## src/rtl/rot_mem_pkg.sv

```systemverilog
// Shared types and helpers for the rotation memory responder.
// Holds the FSM state enum, the address field widths and the function that packs the
// {frame, row, column} fields of a rotation buffer word into a flat word address.
package rot_mem_pkg;

  localparam int unsigned FRAME_W    = 1;
  localparam int unsigned ROW_W      = 10;
  localparam int unsigned COL_W      = 10;
  localparam int unsigned RAW_ADDR_W = FRAME_W + ROW_W + COL_W;
  // Burst counters: wide enough to hold the largest burst length (16).
  localparam int unsigned CNT_W      = 5;

  typedef enum logic [1:0] {
    StIdle,
    StWrBurst,
    StRdIssue,
    StRdDrain
  } state_e;

  // Column advances by the burst index and wraps inside the row; no carry into row.
  function automatic logic [RAW_ADDR_W-1:0] compose_addr(
    input logic [FRAME_W-1:0] frame,
    input logic [ROW_W-1:0]   row,
    input logic [COL_W-1:0]   col,
    input logic [CNT_W-1:0]   index
  );
    logic [COL_W-1:0] col_i;
    col_i = col + COL_W'(index);
    return {frame, row, col_i};
  endfunction

endpackage

```

## src/rtl/rot_burst_counter.sv

```systemverilog
// Per-channel burst bookkeeping: counts commands accepted by the RAM (issued) and
// read words returned (returned).
// Ports:
//   clk_sys, reset_n : clock, async active-low reset
//   clear            : restart both counts at burst start
//   issue_inc        : one command accepted this cycle
//   return_inc       : one read word returned this cycle
//   issued           : commands accepted so far in this burst (the burst index)
//   issue_last       : the command currently presented is the final one of the burst
//   return_done      : all words of the burst have been returned
module rot_burst_counter
  import rot_mem_pkg::*;
#(
  parameter int unsigned BURST = 16
) (
  input  logic             clk_sys,
  input  logic             reset_n,
  input  logic             clear,
  input  logic             issue_inc,
  input  logic             return_inc,
  output logic [CNT_W-1:0] issued,
  output logic             issue_last,
  output logic             return_done
);

  logic [CNT_W-1:0] issued_q, issued_d;
  logic [CNT_W-1:0] returned_q, returned_d;

  always_comb begin
    issued_d   = issued_q;
    returned_d = returned_q;
    if (clear) begin
      issued_d   = '0;
      returned_d = '0;
    end else begin
      if (issue_inc)  issued_d   = issued_q + CNT_W'(1);
      if (return_inc) returned_d = returned_q + CNT_W'(1);
    end
  end

  always_ff @(posedge clk_sys or negedge reset_n) begin
    if (!reset_n) begin
      issued_q   <= '0;
      returned_q <= '0;
    end else begin
      issued_q   <= issued_d;
      returned_q <= returned_d;
    end
  end

  assign issued      = issued_q;
  assign issue_last  = (issued_q == CNT_W'(BURST - 1));
  assign return_done = (returned_q == CNT_W'(BURST));

endmodule

```

## src/rtl/rotation_mem_responder.sv

```systemverilog
// Memory-side responder for the scandoubler rotation interface. Serves WR_BURST-word
// write bursts (vidin_*) and RD_BURST-word read bursts (vidout_*) on one pipelined
// word-wide RAM port. Read wins a same-cycle tie; bursts never preempt or interleave.
// Ports:
//   clk_sys, reset_n         : clock, async active-low reset
//   vidin_req/frame/row/col  : write burst request and start address fields
//   vidin_d, vidin_ack       : write word, consumed when vidin_ack is high
//   vidout_req/frame/row/col : read burst request and start address fields
//   vidout_d, vidout_ack     : registered read data and its valid strobe
//   mem_req/we/addr/d        : RAM command, accepted when mem_ack is high
//   mem_q, mem_qvalid        : in-order read returns
module rotation_mem_responder
  import rot_mem_pkg::*;
#(
  parameter int unsigned ADDR_W    = 22,
  parameter int unsigned BASE_ADDR = 0,
  parameter int unsigned WR_BURST  = 16,
  parameter int unsigned RD_BURST  = 8
) (
  input  logic              clk_sys,
  input  logic              reset_n,
  input  logic              vidin_req,
  input  logic              vidin_frame,
  input  logic [ROW_W-1:0]  vidin_row,
  input  logic [COL_W-1:0]  vidin_col,
  input  logic [15:0]       vidin_d,
  output logic              vidin_ack,
  input  logic              vidout_req,
  input  logic              vidout_frame,
  input  logic [ROW_W-1:0]  vidout_row,
  input  logic [COL_W-1:0]  vidout_col,
  output logic [15:0]       vidout_d,
  output logic              vidout_ack,
  output logic              mem_req,
  output logic              mem_we,
  output logic [ADDR_W-1:0] mem_addr,
  output logic [15:0]       mem_d,
  input  logic              mem_ack,
  input  logic [15:0]       mem_q,
  input  logic              mem_qvalid
);

  state_e state_q, state_d;

  logic [FRAME_W-1:0] frame_q, frame_d;
  logic [ROW_W-1:0]   row_q, row_d;
  logic [COL_W-1:0]   col_q, col_d;
  logic               mem_req_q, mem_req_d;
  logic [ADDR_W-1:0]  mem_addr_q, mem_addr_d;
  logic               mask_wr_q, mask_wr_d;
  logic               mask_rd_q, mask_rd_d;
  logic [15:0]        vidout_d_q;
  logic               vidout_ack_q;

  logic             wr_clear, rd_clear;
  logic [CNT_W-1:0] wr_issued, rd_issued;
  logic             wr_issue_last, rd_issue_last;
  logic             wr_return_done, rd_return_done;
  logic             unused_wr_return_done;

  logic wr_eligible, rd_eligible;
  logic wr_accept, rd_accept, rd_active, rd_return;

  function automatic logic [ADDR_W-1:0] make_addr(
    input logic [FRAME_W-1:0] frame,
    input logic [ROW_W-1:0]   row,
    input logic [COL_W-1:0]   col,
    input logic [CNT_W-1:0]   index
  );
    return ADDR_W'(BASE_ADDR) + ADDR_W'(compose_addr(frame, row, col, index));
  endfunction

  // A channel whose burst just finished stays masked until its req is seen low.
  assign wr_eligible = vidin_req & ~mask_wr_q;
  assign rd_eligible = vidout_req & ~mask_rd_q;

  assign wr_accept = mem_ack & (state_q == StWrBurst);
  assign rd_accept = mem_ack & (state_q == StRdIssue);
  assign rd_active = (state_q == StRdIssue) | (state_q == StRdDrain);
  // Returns outside a read burst (e.g. stale ones after reset) are dropped.
  assign rd_return = mem_qvalid & rd_active;

  rot_burst_counter #(
    .BURST(WR_BURST)
  ) u_wr_cnt (
    .clk_sys    (clk_sys),
    .reset_n    (reset_n),
    .clear      (wr_clear),
    .issue_inc  (wr_accept),
    .return_inc (1'b0),
    .issued     (wr_issued),
    .issue_last (wr_issue_last),
    .return_done(wr_return_done)
  );

  rot_burst_counter #(
    .BURST(RD_BURST)
  ) u_rd_cnt (
    .clk_sys    (clk_sys),
    .reset_n    (reset_n),
    .clear      (rd_clear),
    .issue_inc  (rd_accept),
    .return_inc (rd_return),
    .issued     (rd_issued),
    .issue_last (rd_issue_last),
    .return_done(rd_return_done)
  );

  // Writes complete on accept; the write return count is never used.
  assign unused_wr_return_done = wr_return_done;

  // State register.
  always_ff @(posedge clk_sys or negedge reset_n) begin
    if (!reset_n) state_q <= StIdle;
    else          state_q <= state_d;
  end

  // Next-state logic.
  always_comb begin
    state_d = state_q;
    unique case (state_q)
      StIdle: begin
        if (rd_eligible)      state_d = StRdIssue;
        else if (wr_eligible) state_d = StWrBurst;
      end
      StWrBurst: if (wr_accept && wr_issue_last) state_d = StIdle;
      StRdIssue: if (rd_accept && rd_issue_last) state_d = StRdDrain;
      StRdDrain: if (rd_return_done)             state_d = StIdle;
      default:   state_d = StIdle;
    endcase
  end

  // Burst datapath next-state: address capture, command stream, masks.
  always_comb begin
    frame_d    = frame_q;
    row_d      = row_q;
    col_d      = col_q;
    mem_req_d  = mem_req_q;
    mem_addr_d = mem_addr_q;
    wr_clear   = 1'b0;
    rd_clear   = 1'b0;
    mask_wr_d  = vidin_req ? mask_wr_q : 1'b0;
    mask_rd_d  = vidout_req ? mask_rd_q : 1'b0;
    unique case (state_q)
      StIdle: begin
        if (rd_eligible) begin
          frame_d    = vidout_frame;
          row_d      = vidout_row;
          col_d      = vidout_col;
          mem_req_d  = 1'b1;
          mem_addr_d = make_addr(vidout_frame, vidout_row, vidout_col, '0);
          rd_clear   = 1'b1;
        end else if (wr_eligible) begin
          frame_d    = vidin_frame;
          row_d      = vidin_row;
          col_d      = vidin_col;
          mem_req_d  = 1'b1;
          mem_addr_d = make_addr(vidin_frame, vidin_row, vidin_col, '0);
          wr_clear   = 1'b1;
        end
      end
      StWrBurst: begin
        if (wr_accept) begin
          mem_addr_d = make_addr(frame_q, row_q, col_q, wr_issued + CNT_W'(1));
          if (wr_issue_last) begin
            mem_req_d = 1'b0;
            mask_wr_d = 1'b1;
          end
        end
      end
      StRdIssue: begin
        if (rd_accept) begin
          mem_addr_d = make_addr(frame_q, row_q, col_q, rd_issued + CNT_W'(1));
          if (rd_issue_last) mem_req_d = 1'b0;
        end
      end
      StRdDrain: if (rd_return_done) mask_rd_d = 1'b1;
      default: ;
    endcase
  end

  always_ff @(posedge clk_sys or negedge reset_n) begin
    if (!reset_n) begin
      frame_q      <= '0;
      row_q        <= '0;
      col_q        <= '0;
      mem_req_q    <= 1'b0;
      mem_addr_q   <= '0;
      mask_wr_q    <= 1'b0;
      mask_rd_q    <= 1'b0;
      vidout_d_q   <= '0;
      vidout_ack_q <= 1'b0;
    end else begin
      frame_q      <= frame_d;
      row_q        <= row_d;
      col_q        <= col_d;
      mem_req_q    <= mem_req_d;
      mem_addr_q   <= mem_addr_d;
      mask_wr_q    <= mask_wr_d;
      mask_rd_q    <= mask_rd_d;
      vidout_d_q   <= mem_q;
      vidout_ack_q <= rd_return;
    end
  end

  // Outputs.
  always_comb begin
    mem_req    = mem_req_q;
    mem_addr   = mem_addr_q;
    mem_we     = (state_q == StWrBurst);
    mem_d      = vidin_d;
    vidin_ack  = wr_accept;
    vidout_d   = vidout_d_q;
    vidout_ack = vidout_ack_q;
  end

endmodule
```

## config.mk

```make
export PLATFORM = sky130hd
export DESIGN_NAME = rotation_mem_responder
export DESIGN_NICKNAME = d
export VERILOG_FILES = /design/src/rtl/rot_mem_pkg.sv /design/src/rtl/rot_burst_counter.sv /design/src/rtl/rotation_mem_responder.sv
export SDC_FILE = /design/constraint.sdc
export NUM_CORES = 1
export LEC_CHECK = 0
export ABC_CLOCK_PERIOD_IN_PS = 3800
export BUFFER_PORTS_ARGS = -buffer_cell sky130_fd_sc_hd__buf_2
export CAP_MARGIN = 20
export CORE_MARGIN = 5
export CORE_UTILIZATION = 25
export DETAILED_ROUTE_END_ITERATION = 12
export HOLD_SLACK_MARGIN = 0.1
export PLACE_DENSITY = 0.49
export SLEW_MARGIN = 20
export SYNTH_ARGS = -nofsm -noshare
export SYNTH_HDL_FRONTEND = slang
export SYNTH_SLANG_ARGS = --single-unit
```

## constraint.sdc

```tcl
create_clock -name clk_sys -period 3.8 [get_ports clk_sys]
set_clock_uncertainty 0.1 [all_clocks]
set_input_delay 0.57 -clock clk_sys [delete_from_list [all_inputs] [get_ports clk_sys]]
set_output_delay 0.57 -clock clk_sys [all_outputs]
set_load 0.05 [all_outputs]
```

==> impl_metrics.ini, run 1 <==
[run_status]
outcome = finished, final reports clean

[setup_path]
r2r_start = state_q[0]$_DFFE_PN0P_
critPathMaxFanout = 15
regToRegEndpoint = mem_addr[8]$_DFFE_PN0P_
worstPathRequired_ps = 3920
worst_path_max_delay_cell = sky130_fd_sc_hd__ha_1
data_arrival_time_of_the_critical_path_ps = 3140
crit_path_max_delay_family = adder cells
setup.worst_path.start_class = flip-flop
critical_path.endpoint_type = flip-flop
max_stage_delay_ps = 500
worstPathCellList = inv_1 > ha_1 > mux2_2 > fa_1 > a211o_1 > a21oi_1 > nor3_1 > nand3b_1 > a22o_1
rrSetupSlack_ps = 780
timing.setup.critical_path_class = reg -> reg
buf_inv_stages_crit_path = 1
rr_worst_depth = 9

[global_route]
grt_pass1_vias = 3116
grt_antenna_before_repair = 0
grt_start_max_net_pins = 80
global_route_wire_length_before_repair_um = 15700
grtUsageTotal_pct = 10.8
total_global_routing_overflow = 0

[clock_tree]
clock_insertion_delay_worst_skew_ps = 340
htree_num_levels = 3
ctsHoldBuffers = 0
clk_transition_reported_paths_ps = 60
tritoncts.num_buffers = 9
cts-root-to-sink-buffers = 2
tritoncts = built
ctsResizeCount = 0
clk_tree_root_cell = sky130_fd_sc_hd__clkbuf_16
post-cts-setup-buffers = 0
cts_num_sinks = 79

[layout]
final_core_area_utilization_pct = 30.9
num_antenna_cells = 0
layout-drive-gt1-share_pct = 26.5
design.final.nets = 585
design_area_um2 = 4890
syn2layout_area_growth_pct = 21.6

[synth]
muxShareOfSynthArea_pct = 6.78
yosys_warnings = 0
main_combinational_cell_family_by_area_after_synthesis = compound AO/OA/AOI/OAI gates
post_synthesis_share_of_cell_area_spent_on_xor_and_xnor_gates_pct = 3.70
post_synth_inst_count = 407
synth.area.top_cells = sky130_fd_sc_hd__dfrtp_1 49%, sky130_fd_sc_hd__mux2i_1 6.2%, sky130_fd_sc_hd__ha_1 4.7%, sky130_fd_sc_hd__nand2_1 4.7%, sky130_fd_sc_hd__a21oi_1 4.5%
post_synth_instance_area_um2 = 4020
synth_ff_type = sky130_fd_sc_hd__dfrtp_1
synth_compound_area_share_pct = 15.0
post-synth-top-area-fraction_pct = 49.2
avgSynthCellArea_um2 = 9.88
synth_sequential_area_ratio_pct = 49.2
yosys.area_share.simple_pct = 12.7
yosysUniqueCellTypes = 47
yosys_register_bits = 79
post-synth-top-area-cell = sky130_fd_sc_hd__dfrtp_1
synth_nets = 503
synth_enable_flop_cells = 0
yosys.area_share.adder_pct = 5.16
asyncSetResetFlopFracSynth_pct = 100

[placement]
routabilityCongestion = 0.791
dp_hpwl_um = 7010
placedInstanceArea_um2 = 4590
place_worst_setup_slack_ps = 778
port_buffers = 104

[sta]
tightest_slew_ps = 809
shortest_clock_period_the_worst_path_allows_after_layout_ps = 3020
maxSlewHeadroom_pct = 45.9
sum_neg_setup_slack_ps = 0
min_period_over_period_pct = 79.4
timing.final.ws_setup_ps = 782
hold_viol = 0
rsz0062_at_grt = false
fmaxAchievable_mhz = 331
finalSetupViolations = 0
drv_slew = 0

[hold_path]
hold_class = in -> async

[floorplan]
floorplan.rows = 46
core_area_um2 = 15800
die_outline_area_um2 = 18700
initial_core_util_pct = 25.4
die_width_um = 137
ioPinCount = 138
fp.dieH_um = 137

[detailed_routing]
drt_pass1_iterations = 4
vias = 3053
drt_iter0_markers = 161
drt.antenna.violating_nets = 0
route.detailed.vias_per_inst = 4.30
drt-wirelength-per-cell_um = 13.5
drt_wl_total_um = 9610
post-route-drc-count = 0

[pwr]
pwr_density_cell_nw_per_um2 = 878
vdd.ir_drop.worst_mv = 0.316
power.static_leakage_nw = 2.38

[run]
timing.max_cap.violations = 0
Yosys cell counts, types with 2 or more instances:
library cell / number
sky130_fd_sc_hd__a21oi_1: 36
sky130_fd_sc_hd__nand2b_1: 2
sky130_fd_sc_hd__nand3_1: 9
sky130_fd_sc_hd__o21ai_1: 16
sky130_fd_sc_hd__or3_1: 3
sky130_fd_sc_hd__a22o_1: 4
sky130_fd_sc_hd__nor3_1: 4
sky130_fd_sc_hd__buf_6: 3
sky130_fd_sc_hd__o21ai_0: 28
sky130_fd_sc_hd__o21a_1: 2
sky130_fd_sc_hd__xor2_1: 12
sky130_fd_sc_hd__and3_1: 2
sky130_fd_sc_hd__mux2i_1: 25
sky130_fd_sc_hd__buf_2: 9
sky130_fd_sc_hd__mux2_2: 2
sky130_fd_sc_hd__ha_1: 15
sky130_fd_sc_hd__dfrtp_1: 79
sky130_fd_sc_hd__nand2_2: 2
sky130_fd_sc_hd__nand2_1: 50
sky130_fd_sc_hd__nand4_1: 3
sky130_fd_sc_hd__inv_1: 13
sky130_fd_sc_hd__xnor2_1: 5
sky130_fd_sc_hd__buf_4: 17
sky130_fd_sc_hd__a211oi_1: 2
sky130_fd_sc_hd__nor2_1: 38
sky130_fd_sc_hd__clkbuf_1: 5
final cells by class:
| type | count | area [um2] |
|---|---|---|
| Inverter | 13 | 48.8 |
| Tap cell | 216 | 270 |
| Clock inverter | 2 | 12.5 |
| Timing Repair Buffer | 107 | 549 |
| Multi-Input combinational cell | 279 | 1750 |
| Clock buffer | 14 | 284 |
| Fill cell | 1651 | 10900 |
| Sequential cell | 79 | 1980 |
through the flow:
stage / hold slack, ps / std cells / power [mW]
after floorplan: 174 / 407 / 3.04
after global placement: 363 / 694 / 3.46
after detailed placement: 372 / 694 / 3.50
after CTS: 220 / 710 / 4.37
after global routing: 224 / 710 / 4.64
final: 176 / 710 / 4.29
worst max-delay path by stage:
stage | start | end | cells after the start
4_1_cts | state_q[0]$_DFFE_PN0P_ | mem_addr[8]$_DFFE_PN0P_ | 9
3_3_place_gp | state_q[0]$_DFFE_PN0P_ | mem_addr[8]$_DFFE_PN0P_ | 9
5_1_grt | state_q[0]$_DFFE_PN0P_ | mem_addr[8]$_DFFE_PN0P_ | 10
3_5_place_dp | state_q[0]$_DFFE_PN0P_ | mem_addr[8]$_DFFE_PN0P_ | 9
6_report | state_q[0]$_DFFE_PN0P_ | mem_addr[8]$_DFFE_PN0P_ | 9
2_1_floorplan | state_q[0]$_DFFE_PN0P_ | mem_addr[8]$_DFFE_PN0P_ | 10
power by group:
group | internal (mW) | total, mW | switching (mW)
Clock | 0.513 | 0.840 | 0.327
Sequential | 1.14 | 1.32 | 0.185
Combinational | 0.669 | 2.13 | 1.46
sequential cells by signal (all words and copies together), names as in the netlist, 2 cells and up:
name                 flops
u_rd_cnt.issued          5
u_wr_cnt.issued          5
row_q                   10
col_q                   10
state_q                  2
vidout_d                16
mem_addr                21
u_rd_cnt.returned_q      5
worst register-to-register path: stages (launching register included):
cell and delay [ps]:
sky130_fd_sc_hd__dfrtp_1 390, sky130_fd_sc_hd__inv_1 120, sky130_fd_sc_hd__ha_1 500, sky130_fd_sc_hd__mux2_2 430
sky130_fd_sc_hd__fa_1 450, sky130_fd_sc_hd__a211o_1 330, sky130_fd_sc_hd__a21oi_1 180, sky130_fd_sc_hd__nor3_1 60
sky130_fd_sc_hd__nand3b_1 150, sky130_fd_sc_hd__a22o_1 190
logic make-up (layout without fill, tap and decap cells):
| group | after synthesis | count (layout) |
|---|---|---|
| adder cells (fa/ha/maj) | 16 | 16 |
| buffers and inverters | 49 | 136 |
| AND/OR/NAND/NOR | 117 | 117 |
| flip-flops | 79 | 79 |
| other | 1 | 1 |
| multiplexers | 27 | 27 |
| XOR/XNOR | 17 | 17 |
| AO/OA/AOI/OAI | 101 | 101 |
placed cells by master (no fill, tap or decap), drive strengths merged, types with 2 or more instances in the layout:
cell	Yosys	final
buf	31	107
dfrtp	79	79
nand2	52	52
o21ai	44	44
nor2	38	38
a21oi	36	36
mux2i	25	25
ha	15	15
clkbuf	5	14
inv	13	13
xor2	12	12
nand3	9	9
xnor2	5	5
nor3	4	4
a22o	4	4
or3	3	3
nand4	3	3
nand2b	3	3
o31ai	3	3
and3	2	2
mux2	2	2
o21a	2	2
a211oi	2	2
nor2b	2	2
per-layer routing:
metal  global-route usage, %  routed length [um]  up-vias
met5                       0                   0        -
met4                    6.10                 285        0
met3                    2.06                 486       19
met2                    16.6                4320       89
met1                    14.2                4520     1409
li1                        -                   -     1536
Power figures use the tool's default switching activity.
==> run 2: changes to the inputs <==
Settings changed: ABC_AREA set to 1, ABC_CLOCK_PERIOD_IN_PS 3800 to 3150, PLACE_DENSITY 0.49 to 0.48.
Clock period 3.8 ns to 3.15 ns, I/O delays scaled along.
==> run 2 against run 1 <==
  * Final area rose by 2.6%
  * Core utilization rose by 0.45 points
  * Sequential cell count did not move
  * Total power rose by 26%
  * First-iteration DRC count rose by 110%
  * Combinational power rose by 30%
  * Sequential power rose by 20%
  * Clock power rose by 25%
  * Register-to-register slack got worse by 300 ps
  * Setup slack got worse by 300 ps
  * Non-clock buffer count rose by 1
  * Die area rose by 2.0%
  * Critical endpoint is now mem_addr[4]$_DFFE_PN0P_
==> impl_metrics.ini, run 2 <==
[synth]
post-synth-top-area-cell = sky130_fd_sc_hd__dfrtp_1
synth_compound_area_share_pct = 11.1
avgSynthCellArea_um2 = 8.00
yosys.area_share.simple_pct = 24.4
synth_ff_type = sky130_fd_sc_hd__dfrtp_1
muxShareOfSynthArea_pct = 0
yosysUniqueCellTypes = 31
yosys_warnings = 0
post_synthesis_share_of_cell_area_spent_on_xor_and_xnor_gates_pct = 1.49
post_synth_instance_area_um2 = 4110
synth_sequential_area_ratio_pct = 48.1
synth_enable_flop_cells = 0
yosys_register_bits = 79
post-synth-top-area-fraction_pct = 48.1
yosys.area_share.adder_pct = 5.05
asyncSetResetFlopFracSynth_pct = 100
post_synth_inst_count = 514
synth_nets = 610
post-synth-top-count-cell = sky130_fd_sc_hd__nand2_1
ys_top_cells_by_count = 169 x sky130_fd_sc_hd__nand2_1, 79 x sky130_fd_sc_hd__dfrtp_1, 46 x sky130_fd_sc_hd__inv_1
synth.area.top_cells = sky130_fd_sc_hd__dfrtp_1 48%, sky130_fd_sc_hd__nand2_1 15%, sky130_fd_sc_hd__ha_1 4.6%, sky130_fd_sc_hd__inv_1 4.2%, sky130_fd_sc_hd__nand3_1 4.0%
main_combinational_cell_family_by_area_after_synthesis = simple AND/OR/NAND/NOR gates

[detailed_routing]
drt_wl_total_um = 11000
drt_pass1_iterations = 4
vias = 3550
drt_iter0_markers = 337
post-route-drc-count = 0
drt-wirelength-per-cell_um = 13.4
drt.antenna.violating_nets = 0
route.detailed.vias_per_inst = 4.33

[global_route]
grtUsageTotal_pct = 11.5
global_route_wire_length_before_repair_um = 18100
grt_pass1_vias = 3635
grt_antenna_before_repair = 0
total_global_routing_overflow = 0
grt_start_max_net_pins = 80

[clock_tree]
ctsHoldBuffers = 0
clk_transition_reported_paths_ps = 60
tritoncts = built
cts-root-to-sink-buffers = 2
clk_tree_root_cell = sky130_fd_sc_hd__clkbuf_16
post-cts-setup-buffers = 0
tritoncts.num_buffers = 9
htree_num_levels = 3
clock_insertion_delay_worst_skew_ps = 340
ctsResizeCount = 0
cts_num_sinks = 79

[floorplan]
ioPinCount = 138
die_outline_area_um2 = 19100
floorplan.rows = 46
initial_core_util_pct = 25.7
die_width_um = 138
fp.dieH_um = 138
core_area_um2 = 16000

[setup_path]
source_of_the_critical_timing_path = state_q[0]$_DFFE_PN0P_
critical_path.endpoint_type = flip-flop
rrSetupSlack_ps = 480
setup.worst_path.start_class = flip-flop
regToRegEndpoint = mem_addr[4]$_DFFE_PN0P_
worstPathRequired_ps = 3280
rr_worst_depth = 14
data_arrival_time_of_the_critical_path_ps = 2790
r2r_start = state_q[0]$_DFFE_PN0P_
timing.setup.critical_path_class = reg -> reg
critPathMaxFanout = 11

[layout]
regArea_um2 = 1980
layout-drive-gt1-share_pct = 21.9
syn2layout_area_growth_pct = 22.0
num_antenna_cells = 0
mostFrequentLayoutCell = sky130_fd_sc_hd__nand2_1
multiInputGateArea_um2 = 1730
largest_register_ffs = 21
mostFrequentLayoutCells = 169 x sky130_fd_sc_hd__nand2_1, 103 x sky130_fd_sc_hd__buf_2, 79 x sky130_fd_sc_hd__dfrtp_1
design_area_um2 = 5010
design.final.nets = 695
nFillCells = 1765

[placement]
routabilityCongestion = 0.798
dp_hpwl_um = 8050
placedInstanceArea_um2 = 4710
port_buffers = 104

[sta]
rsz0062_at_grt = false
sum_neg_setup_slack_ps = 0
fmaxAchievable_mhz = 375
shortest_clock_period_the_worst_path_allows_after_layout_ps = 2670
finalSetupViolations = 0
maxSlewHeadroom_pct = 46.1
min_period_over_period_pct = 84.6
drv_slew = 0
hold_viol = 0
tightest_slew_ps = 806

[run_status]
outcome = finished, final reports clean

[run]
timing.max_cap.violations = 0

[pwr]
pwr_density_cell_nw_per_um2 = 1080
vdd.ir_drop.worst_mv = 0.368
power.static_leakage_nw = 2.57

[hold_path]
hold_class = in -> async
-- run 2: cell types whose count changed after synthesis, moves of 4 or more --
cell	delta
sky130_fd_sc_hd__a21oi_1	-30
sky130_fd_sc_hd__o21ai_1	+12
sky130_fd_sc_hd__a31oi_1	+13
sky130_fd_sc_hd__xor2_1	-7
sky130_fd_sc_hd__nand3_1	+24
sky130_fd_sc_hd__a22o_1	-4
sky130_fd_sc_hd__inv_1	+33
sky130_fd_sc_hd__nor2_1	-11
sky130_fd_sc_hd__nand2_1	+119
sky130_fd_sc_hd__mux2i_1	-25
-- run 2: cell type report --
| type | count | share of cell area [%] |
|---|---|---|
| clock buffer | 10 | 4.57 |
| clock inverter | 6 | 1.35 |
| inverter | 49 | 3.67 |
| multi-input combinational | 352 | 34.5 |
| sequential | 79 | 39.4 |
| tap | 216 | 5.39 |
| timing repair buffer | 108 | 11.1 |
-- run 2: worst max-delay path by stage --
stage | endpoint | slack [ps] | cells past startpoint
after floorplan | mem_addr[4]$_DFFE_PN0P_ | 710 | 15
after global placement | mem_addr[8]$_DFFE_PN0P_ | 590 | 15
after detailed placement | mem_addr[4]$_DFFE_PN0P_ | 490 | 14
after CTS | mem_addr[4]$_DFFE_PN0P_ | 490 | 14
after global routing | mem_addr[5]$_DFFE_PN0P_ | 250 | 13
final | mem_addr[4]$_DFFE_PN0P_ | 480 | 14
-- run 2: where the power goes --
part,switching (mW),internal (mW)
clock,0.432,0.618
sequential,0.209,1.38
combinational,1.96,0.807
-- run 2: stage by stage --
step | worst slack (ps) | instances | total power [mW] | hold WS [ps] | util [%]
after floorplan | 710 | 514 | 3.77 | 76.9 | -
after global routing | 246 | 820 | 5.88 | 120 | 31.3
after CTS | 489 | 820 | 5.48 | 121 | 31.3
final | 484 | 820 | 5.41 | 75.1 | 31.3
after global placement | 590 | 804 | 4.36 | 365 | 29.5
after detailed placement | 492 | 804 | 4.40 | 370 | 29.5
-- run 2: worst max-delay path, stage by stage (launching register included) --
cell                      delay [ps]
sky130_fd_sc_hd__dfrtp_1         400
sky130_fd_sc_hd__inv_1           100
sky130_fd_sc_hd__ha_1            310
sky130_fd_sc_hd__inv_1           210
sky130_fd_sc_hd__nand2_1         100
sky130_fd_sc_hd__o21ai_0         110
sky130_fd_sc_hd__ha_1            240
sky130_fd_sc_hd__fa_1            400
sky130_fd_sc_hd__nand2_1          90
sky130_fd_sc_hd__nand2_1          90
sky130_fd_sc_hd__nand2_1          80
sky130_fd_sc_hd__xor2_1          150
sky130_fd_sc_hd__nand2_1          60
sky130_fd_sc_hd__nand3_1          80
sky130_fd_sc_hd__nand2_1          50
-- run 2: kinds of logic after synthesis --
group,Yosys count
DFF,79
other,1
AOI/OAI and AO/OA,84
and+or+nand+nor,244
adders and majority gates,16
xor gates and xnor gates,7
buffers and inverters,83
-- run 2: per-layer routing --
metal	wire length [um]	track usage (%)
met5	0	0
met4	152	3.74
met3	534	3.34
met2	5260	19.3
met1	5020	14.3
==> run 3: changes to the inputs <==
Settings changed: ABC_CLOCK_PERIOD_IN_PS 3150 to 2430, PLACE_DENSITY 0.48 to 0.5.
Clock period 3.15 ns to 2.43 ns, I/O delays scaled along.
==> run 3 against run 2 <==
  * Core utilization rose by 2.5 points
  * Critical path depth rose by 1
  * Non-clock buffer count rose by 30
  * Setup slack got worse by 340 ps
  * Critical endpoint is now mem_addr[6]$_DFFE_PN0P_
  * Largest cell class unchanged
  * Highest routed layer is now met5
==> impl_metrics.ini, run 3 (synthesis results as in run 2) <==
[clock_tree]
clock_insertion_delay_worst_skew_ps = 340
cts_num_sinks = 79
tritoncts = built
htree_num_levels = 3
clk_transition_reported_paths_ps = 60
clk_tree_root_cell = sky130_fd_sc_hd__clkbuf_16
tritoncts.num_buffers = 9
cts-root-to-sink-buffers = 2

[pwr]
pwr_density_cell_nw_per_um2 = 1370
vdd.ir_drop.worst_mv = 0.487
power.static_leakage_nw = 2.72
fin_total_pwr_mw = 7.43

[floorplan]
ioPinCount = 138
die_outline_area_um2 = 19100
floorplan.rows = 46
core_area_um2 = 16000
initial_core_util_pct = 25.7
fp.dieH_um = 138
die_width_um = 138

[placement]
port_buffers = 104
dp_hpwl_um = 8200
routabilityCongestion = 0.842

[sta]
finalSetupViolations = 0
maxSlewHeadroom_pct = 66.0
shortest_clock_period_the_worst_path_allows_after_layout_ps = 2290
drv_slew = 0
rsz0062_at_grt = true
min_period_over_period_pct = 94.2
tightest_slew_ps = 509
hold_viol = 0
fmaxAchievable_mhz = 437

[global_route]
grtUsageTotal_pct = 11.7
grt_antenna_before_repair = 2
grt_pass1_vias = 3702
total_global_routing_overflow = 0
global_route_wire_length_before_repair_um = 18600
grt_start_max_net_pins = 44

[layout]
syn2layout_area_growth_pct = 31.6
mostFrequentLayoutCell = sky130_fd_sc_hd__nand2_1
final_core_area_utilization_pct = 33.8
design.final.nets = 725
num_antenna_cells = 0
layout-drive-gt1-share_pct = 26.3
mostFrequentLayoutCells = 164 x sky130_fd_sc_hd__nand2_1, 103 x sky130_fd_sc_hd__buf_2, 79 x sky130_fd_sc_hd__dfrtp_1
largest_register_ffs = 21

[setup_path]
worstPathRequired_ps = 2560
critPathMaxFanout = 7
timing.setup.critical_path_class = reg -> reg
data_arrival_time_of_the_critical_path_ps = 2410
critical_path.endpoint_type = flip-flop
setup.worst_path.start_class = flip-flop

[detailed_routing]
drt.antenna.violating_nets = 0
drt_iter0_markers = 225
post-route-drc-count = 0
drt_pass1_iterations = 5
route.detailed.vias_per_inst = 4.36
drt_wl_total_um = 11300
vias = 3708
drt-wirelength-per-cell_um = 13.3

[run_status]
outcome = finished, final reports clean

[hold_path]
hold_class = in -> reg

[run]
timing.max_cap.violations = 0
-- run 3: cell count changes in the layout (fill, tap and decap cells not counted), moves of 5 or more --
| cell | change |
|---|---|
| sky130_fd_sc_hd__buf_4 | +13 |
| sky130_fd_sc_hd__nand2_2 | +5 |
| sky130_fd_sc_hd__nand2_1 | -5 |
| sky130_fd_sc_hd__dlygate4sd3_1 | +17 |
| sky130_fd_sc_hd__ha_1 | -5 |
-- run 3: repair_timing --
| item | CTS | global route |
|---|---|---|
| resized for setup | 1 | 26 |
| setup buffers | 0 | 5 |
| endpoints found under the hold margin | 52 | 0 |
| cloned | 0 | 0 |
| hold buffers | 17 | 0 |
| pin swaps | 0 | 7 |
| endpoints found under the setup margin | 3 | 7 |
-- run 3: metrics by stage --
step | cell area (um2) | instances | hold slack, ps | setup slack, ps | setup TNS [ps]
after floorplan | 4110 | 514 | -31.1 | 28.9 | 0
after global placement | 4790 | 812 | 259 | 41.4 | 0
after detailed placement | 4790 | 812 | 282 | -42.3 | -101
after CTS | 5280 | 845 | 183 | 11.6 | 0
after global routing | 5410 | 850 | 200 | -31.5 | -119
final | 5410 | 850 | 196 | 142 | 0
-- run 3: report_power, final --
part	switching [mW]	internal [mW]	total [mW]
Combinational	2.67	1.25	3.91
Sequential	0.282	1.79	2.07
Clock	0.538	0.902	1.44
Total	3.49	3.94	7.43
-- run 3: layout make-up --
class,count,area (um2)
repair buffers,138,833
multi-input cells,352,1830
clock buffers,11,233
fillers,1722,10600
clock inverters,5,81.3
flip-flops and latches,79,1980
well taps,216,270
inverters,49,188
-- run 3: critical path, cell delays in order (launching register included) --
cell and delay [ps]:
sky130_fd_sc_hd__dfrtp_1 380, sky130_fd_sc_hd__inv_2 90, sky130_fd_sc_hd__ha_4 150, sky130_fd_sc_hd__clkinvlp_4 150
sky130_fd_sc_hd__nand2_1 100, sky130_fd_sc_hd__o21ai_0 90, sky130_fd_sc_hd__ha_2 200, sky130_fd_sc_hd__fa_2 350
sky130_fd_sc_hd__nand2_1 90, sky130_fd_sc_hd__nand2_2 80, sky130_fd_sc_hd__nand3b_1 110, sky130_fd_sc_hd__nand2_1 60
sky130_fd_sc_hd__nand2_1 50, sky130_fd_sc_hd__nand3_1 60, sky130_fd_sc_hd__nand2_1 80, sky130_fd_sc_hd__nand2_1 40
-- run 3: final timing paths --
check | startpoint | to | slack [ps] | depth (start not counted)
max in group asynchronous | reset_n | mem_addr[6]$_DFFE_PN0P_ | 1170 | 3
hold / removal | vidin_req | mask_wr_q$_DFF_PN0_ | 200 | 3
setup / recovery | state_q[0]$_DFFE_PN0P_ | mem_addr[6]$_DFFE_PN0P_ | 140 | 15
hold reg to reg | mem_addr[8]$_DFFE_PN0P_ | mem_addr[8]$_DFFE_PN0P_ | 370 | 2
min in group asynchronous | reset_n | vidout_d[12]$_DFF_PN0_ | 440 | 2
setup reg to reg | state_q[0]$_DFFE_PN0P_ | mem_addr[6]$_DFFE_PN0P_ | 140 | 15
-- run 3: layer usage --
layer  global-route usage [%]  wire length [um]  vias to the layer above
met1                     14.8              5070                     1744
met2                     19.0              5390                       72
li1                         -                 -                     1863
met5                        0                25                        -
met3                     3.45               604                       25
met4                     4.32               238                        4
